[src/rtl/iq_boxcar.sv]
// Accumulate-and-dump decimator for an interleaved I/Q stream: sums dec_len I/Q pairs per output.
// Optional build macro IQ_BOXCAR_ROUND_EN selects round-half-up with saturation instead of floor.
module iq_boxcar #(
   parameter int unsigned DW = 17,
   parameter int unsigned LW = 8,
   parameter int unsigned OW = 25
) (
   input  logic                 clk,
   input  logic                 reset_n,
   input  logic signed [DW-1:0] iq_data,
   input  logic                 iq_sel,
   input  logic                 gate,
   input  logic [LW-1:0]        dec_len,
   output logic signed [OW-1:0] i_out,
   output logic signed [OW-1:0] q_out,
   output logic                 out_valid,
   output logic                 sync_err
);

   localparam int unsigned AW = DW + LW;
   localparam int unsigned SH = AW - OW;

   typedef enum logic [1:0] {StSync, StWantQ, StWantI} state_e;

   state_e               state_q, state_d;
   logic signed [AW-1:0] acc_i_q, acc_i_d, acc_q_q, acc_q_d;
   logic [LW-1:0]        cnt_q, cnt_d, len_q, len_d;
   logic signed [OW-1:0] i_out_q, i_out_d, q_out_q, q_out_d;
   logic                 valid_q, valid_d, err_q, err_d;

   logic                 acc_i_en, acc_q_en, last_pair;
   logic signed [AW-1:0] sample, q_sum;

`ifdef IQ_BOXCAR_ROUND_EN
   localparam int unsigned RndSh = (SH > 0) ? SH - 1 : 0;
   localparam logic signed [AW:0] Rnd = (SH > 0) ? ((AW+1)'(1) << RndSh) : '0;
   localparam logic signed [AW:0] OutMax = (AW+1)'((64'd1 << (OW - 1)) - 64'd1);
`endif

   function automatic logic signed [OW-1:0] scale(input logic signed [AW-1:0] acc);
      logic signed [AW:0] ext;
      logic signed [AW:0] shifted;
      ext = {acc[AW-1], acc};
`ifdef IQ_BOXCAR_ROUND_EN
      ext = ext + Rnd;
      shifted = ext >>> SH;
      // Only the rounding increment can push a positive sum past the output range.
      if (shifted > OutMax) begin
         return OutMax[OW-1:0];
      end
      return $signed(shifted[OW-1:0]);
`else
      shifted = ext >>> SH;
      return $signed(shifted[OW-1:0]);
`endif
   endfunction

   assign acc_i_en  = gate & iq_sel;
   assign acc_q_en  = gate & ~iq_sel;
   assign sample    = {{LW{iq_data[DW-1]}}, iq_data};
   assign q_sum     = acc_q_q + sample;
   assign last_pair = (cnt_q == len_q - LW'(1));

   always_ff @(posedge clk or negedge reset_n) begin
      if (!reset_n) begin
         state_q <= StSync;
      end else begin
         state_q <= state_d;
      end
   end

   always_comb begin
      state_d = state_q;
      unique case (state_q)
         StSync: begin
            if (acc_i_en) state_d = StWantQ;
         end
         StWantQ: begin
            if (acc_q_en) state_d = last_pair ? StSync : StWantI;
            else if (acc_i_en) state_d = StWantQ;
         end
         StWantI: begin
            if (acc_i_en) state_d = StWantQ;
            else if (acc_q_en) state_d = StSync;
         end
         default: state_d = StSync;
      endcase
   end

   always_comb begin
      acc_i_d = acc_i_q;
      acc_q_d = acc_q_q;
      cnt_d   = cnt_q;
      len_d   = len_q;
      i_out_d = i_out_q;
      q_out_d = q_out_q;
      valid_d = 1'b0;
      err_d   = err_q;
      // An I seen in StWantQ is both a pairing error and the start of a fresh block.
      if (acc_i_en && (state_q == StSync || state_q == StWantQ)) begin
         acc_i_d = sample;
         acc_q_d = '0;
         cnt_d   = '0;
         len_d   = (dec_len == '0) ? LW'(1) : dec_len;
         if (state_q == StWantQ) err_d = 1'b1;
      end
      unique case (state_q)
         StWantQ: begin
            if (acc_q_en) begin
               acc_q_d = q_sum;
               if (last_pair) begin
                  i_out_d = scale(acc_i_q);
                  q_out_d = scale(q_sum);
                  valid_d = 1'b1;
               end else begin
                  cnt_d = cnt_q + LW'(1);
               end
            end
         end
         StWantI: begin
            if (acc_i_en) acc_i_d = acc_i_q + sample;
            else if (acc_q_en) err_d = 1'b1;
         end
         default: ;
      endcase
   end

   always_ff @(posedge clk or negedge reset_n) begin
      if (!reset_n) begin
         acc_i_q <= '0;
         acc_q_q <= '0;
         cnt_q   <= '0;
         len_q   <= '0;
         i_out_q <= '0;
         q_out_q <= '0;
         valid_q <= 1'b0;
         err_q   <= 1'b0;
      end else begin
         acc_i_q <= acc_i_d;
         acc_q_q <= acc_q_d;
         cnt_q   <= cnt_d;
         len_q   <= len_d;
         i_out_q <= i_out_d;
         q_out_q <= q_out_d;
         valid_q <= valid_d;
         err_q   <= err_d;
      end
   end

   assign i_out     = i_out_q;
   assign q_out     = q_out_q;
   assign out_valid = valid_q;
   assign sync_err  = err_q;

endmodule
[config.mk]
export PLATFORM = sky130hd
export DESIGN_NAME = iq_boxcar
export DESIGN_NICKNAME = d
export VERILOG_FILES = /design/src/rtl/iq_boxcar.sv
export SDC_FILE = /design/constraint.sdc
export NUM_CORES = 1
export LEC_CHECK = 0
export CELL_PAD_IN_SITES_DETAIL_PLACEMENT = 1
export CELL_PAD_IN_SITES_GLOBAL_PLACEMENT = 1
export CORE_MARGIN = 2
export CORE_UTILIZATION = 54
export CTS_CLUSTER_DIAMETER = 100
export DETAILED_ROUTE_END_ITERATION = 8
export DONT_BUFFER_PORTS = 1
export PLACE_DENSITY = 0.89
export SYNTH_ARGS = -nofsm -noshare
export SYNTH_HDL_FRONTEND = slang
export SYNTH_SLANG_ARGS = --single-unit
[constraint.sdc]
create_clock -name clk -period 5.1 [get_ports clk]
set_input_delay 1.02 -clock clk [delete_from_list [all_inputs] [get_ports clk]]
set_output_delay 1.02 -clock clk [all_outputs]
set_load 0.05 [all_outputs]
==> key figures <==
Cells and area
  • Non-filler cells in the finished layout: 921
  • FILL cells: 1416
  • Synth-to-Final Area Change: 9.28%
  • Layout cell share with drive strength beyond 1: 0.129
  • Final net count: 814
  • ANT cells: 0
  • Register area: 3000 µm²
  • Commonest non-fill, non-tap cell in the layout: dfrtp_1
  • Multi-input gate area: 4170 µm²
  • Commonest non-fill, non-tap cells in the layout: 120 x dfrtp_1, 63 x nand2_1, 53 x a21oi_1, 50 x ha_1, 46 x nor2_1

Logic synthesis
  • Synth top area share: 0.407
  • EDFF count, synth: 0
  • Post-synthesis cell type count: 66
  • Post-synthesis area per instance: 10.0 µm²
  • Post-Syn Area: 7380 µm²
  • Mapped Nets: 817
  • Sequential cell area fraction in the yosys report: 0.407
  • FF+latch count, synth: 120
  • Area leader, netlist: dfrtp_1
  • Synth area leaders: dfrtp_1 41%, ha_1 8.5%, mux2_2 6.7%
  • Top FF cell, synth: dfrtp_1
  • Post-synthesis cell count: 736
  • Post-synth ARST share: 1.00
  • Yosys warning count: 0

Pwr
  • Worst VDD drop: 329 µV
  • Pwr Density: 537 nW/µm²
  • LEAKAGE: 0.00388 µW

Clock tree
  • Hold-fix buffers, CTS: 0
  • TritonCTS buffer count: 17
  • Setup bufs post-CTS: 0
  • Post-cts resize count: 0
  • Worst-path clk slew: 50 ps
  • CTS Root Cell: clkbuf_16
  • H-tree levels: 4
  • CTS max path bufs: 2
  • CTS sink cnt: 120
  • Clk_lat worst skew: 430 ps
  • CTS tree: yes

Global route
  • Number of global-route vias before repair: 6447
  • Initial antenna violation count: 0
  • First-pass GRT wire length: 32700 µm
  • Pin count of the biggest net entering global routing: 121
  • Tot GR Track Use: 0.287
  • Gr ovfl total: 0

Floorplan
  • Starting Density: 0.555
  • Die width: 121 µm
  • Row cnt: 42
  • CORE AREA: 13300 µm²
  • Full die area: 14600 µm²
  • # IOs: 81
  • Chip Height: 121 µm

Drt
  • Routed length per instance: 21.8 µm
  • Initial DRC count: 334
  • Post-Route WL: 20100 µm
  • Vias per inst: 6.41
  • # DRC: 0
  • Detailed Routing Iterations Pass 1: 4
  • Routed via count: 5906
  • Routed Antenna Nets: 0

Setup path
  • Reg-to-Reg End: acc_i_q[22]$_DFF_PN0_
  • CP required: 5380 ps
  • CP bufs+invs: 0
  • CP max stage delay: 410 ps
  • CP Launch Type: input port
  • Critical Path AT: 3600 ps
  • Flop2flop setup slack: 1930 ps
  • Crit-path cells: ha_1 > fa_1 > a21o_1 > a21o_1 > a31oi_1 > o21ai_0 > o21ai_1 > o21ai_0 > a41oi_1 > xor2_1 > a21oi_1
  • Crit end category: register
  • Reg-to-reg startpoint: acc_i_q[0]$_DFF_PN0_
  • Worst setup path start: iq_data[0]
  • Slowest cell on the critical path: fa_1
  • Crit Path Class: in -> reg
  • Crit-path max FO: 3
  • R2r worst-path depth: 11
  • Crit-path leading delay family: compound AO/OA/AOI/OAI gates

Run status
  • Status: complete, no violations

STA
  • Max_slew headroom: 0.278
  • Tightest Pin Transition: 1080 ps
  • Final period util: 0.651
  • Final Max Slew Viols: 0
  • RSZ-0062 raised after global routing: false
  • Layout Skew: 8.31 ps
  • F_max: 301 MHz
  • Final Hold Viols: 0
  • Final setup TNS: 0 ps
  • Post-layout min period: 3320 ps
  • # setup viols final: 0

Placement
  • Cells after DPL: 890
  • PortBufs: 0
  • Post-DP HPWL: 14100 µm
  • GPL Wtd Cong: 0.907

Flow run
  • Max Cap Viol: 0

Min path
  • Hold Path Class: in -> async
==> metal layers <==
| layer | wire (µm) | part of all wire | GRT usage |
|---|---|---|---|
| met5 | 0 | 0 | 0 |
| met4 | 373 | 0.019 | 0.113 |
| met3 | 857 | 0.043 | 0.0625 |
| met2 | 10300 | 0.51 | 0.500 |
| met1 | 8590 | 0.43 | 0.345 |
==> sequential cells by signal, summed over array words and instances (netlist names) <==
register   count
q_out         25
acc_q_q       25
cnt_q          8
state_q        2
out_valid      1
sync_err       1
len_q          8
i_out         25
acc_i_q       25
==> worst max path at each step <==
stage                     depth (start not counted)  slack (ps)                     to
after floorplan                                  11        1720  q_out[22]$_DFFE_PN0P_
after global placement                           11        1540  q_out[22]$_DFFE_PN0P_
after detailed placement                         11        1440  q_out[22]$_DFFE_PN0P_
after CTS                                        11        1820  q_out[22]$_DFFE_PN0P_
after global routing                             11        1700  q_out[22]$_DFFE_PN0P_
final                                            11        1780  acc_i_q[22]$_DFF_PN0_
==> power breakdown <==
part	internal, µW	total, µW	switching (µW)
clock	735	1160	423
combinational	655	1520	860
sequential	1170	1660	490
==> cell families (layout without fill, tap and decap cells) <==
logic type      count (synthesis)  after routing  share of synthesized area
buf+inv                        45             54                     0.0281
fa+ha+maj                      52             52                     0.0902
simple gates                  189            189                      0.123
flops                         120            120                      0.407
compound gates                217            217                      0.198
xor+xnor                       50             50                     0.0594
mux                            63             63                     0.0939
==> synthesized netlist by cell type, types with 18 or more instances <==
master / n
mux2_2: 44
a21o_1: 32
xor2_1: 20
nand3_1: 21
ha_1: 50
clkbuf_1: 19
nand2_1: 63
o21ai_0: 45
a21oi_1: 53
nor2_1: 47
inv_1: 18
dfrtp_1: 120
xnor2_1: 30
a22o_1: 21
==> stage by stage <==
step	total power [µW]	hold slack, ps	cell area [µm²]	setup slack, ps	utilization
2_1_floorplan	2770	454	7380	1720	-
3_3_place_gp	3020	473	7500	1540	0.564
3_5_place_dp	3140	497	7500	1440	0.564
4_1_cts	4340	273	8060	1820	0.606
5_1_grt	4570	273	8060	1700	0.606
6_report	4330	288	8060	1780	0.606
==> area by class of cell <==
| cell class | instances | area share |
|---|---|---|
| Multi-Input combinational cell | 571 | 0.517 |
| Sequential cell | 120 | 0.372 |
| Clock buffer | 22 | 0.0576 |
| Tap cell | 176 | 0.0273 |
| Clock inverter | 9 | 0.0124 |
| Inverter | 18 | 0.00838 |
| Timing Repair Buffer | 5 | 0.00466 |
Note: power is estimated with default switching activity, not from simulation.
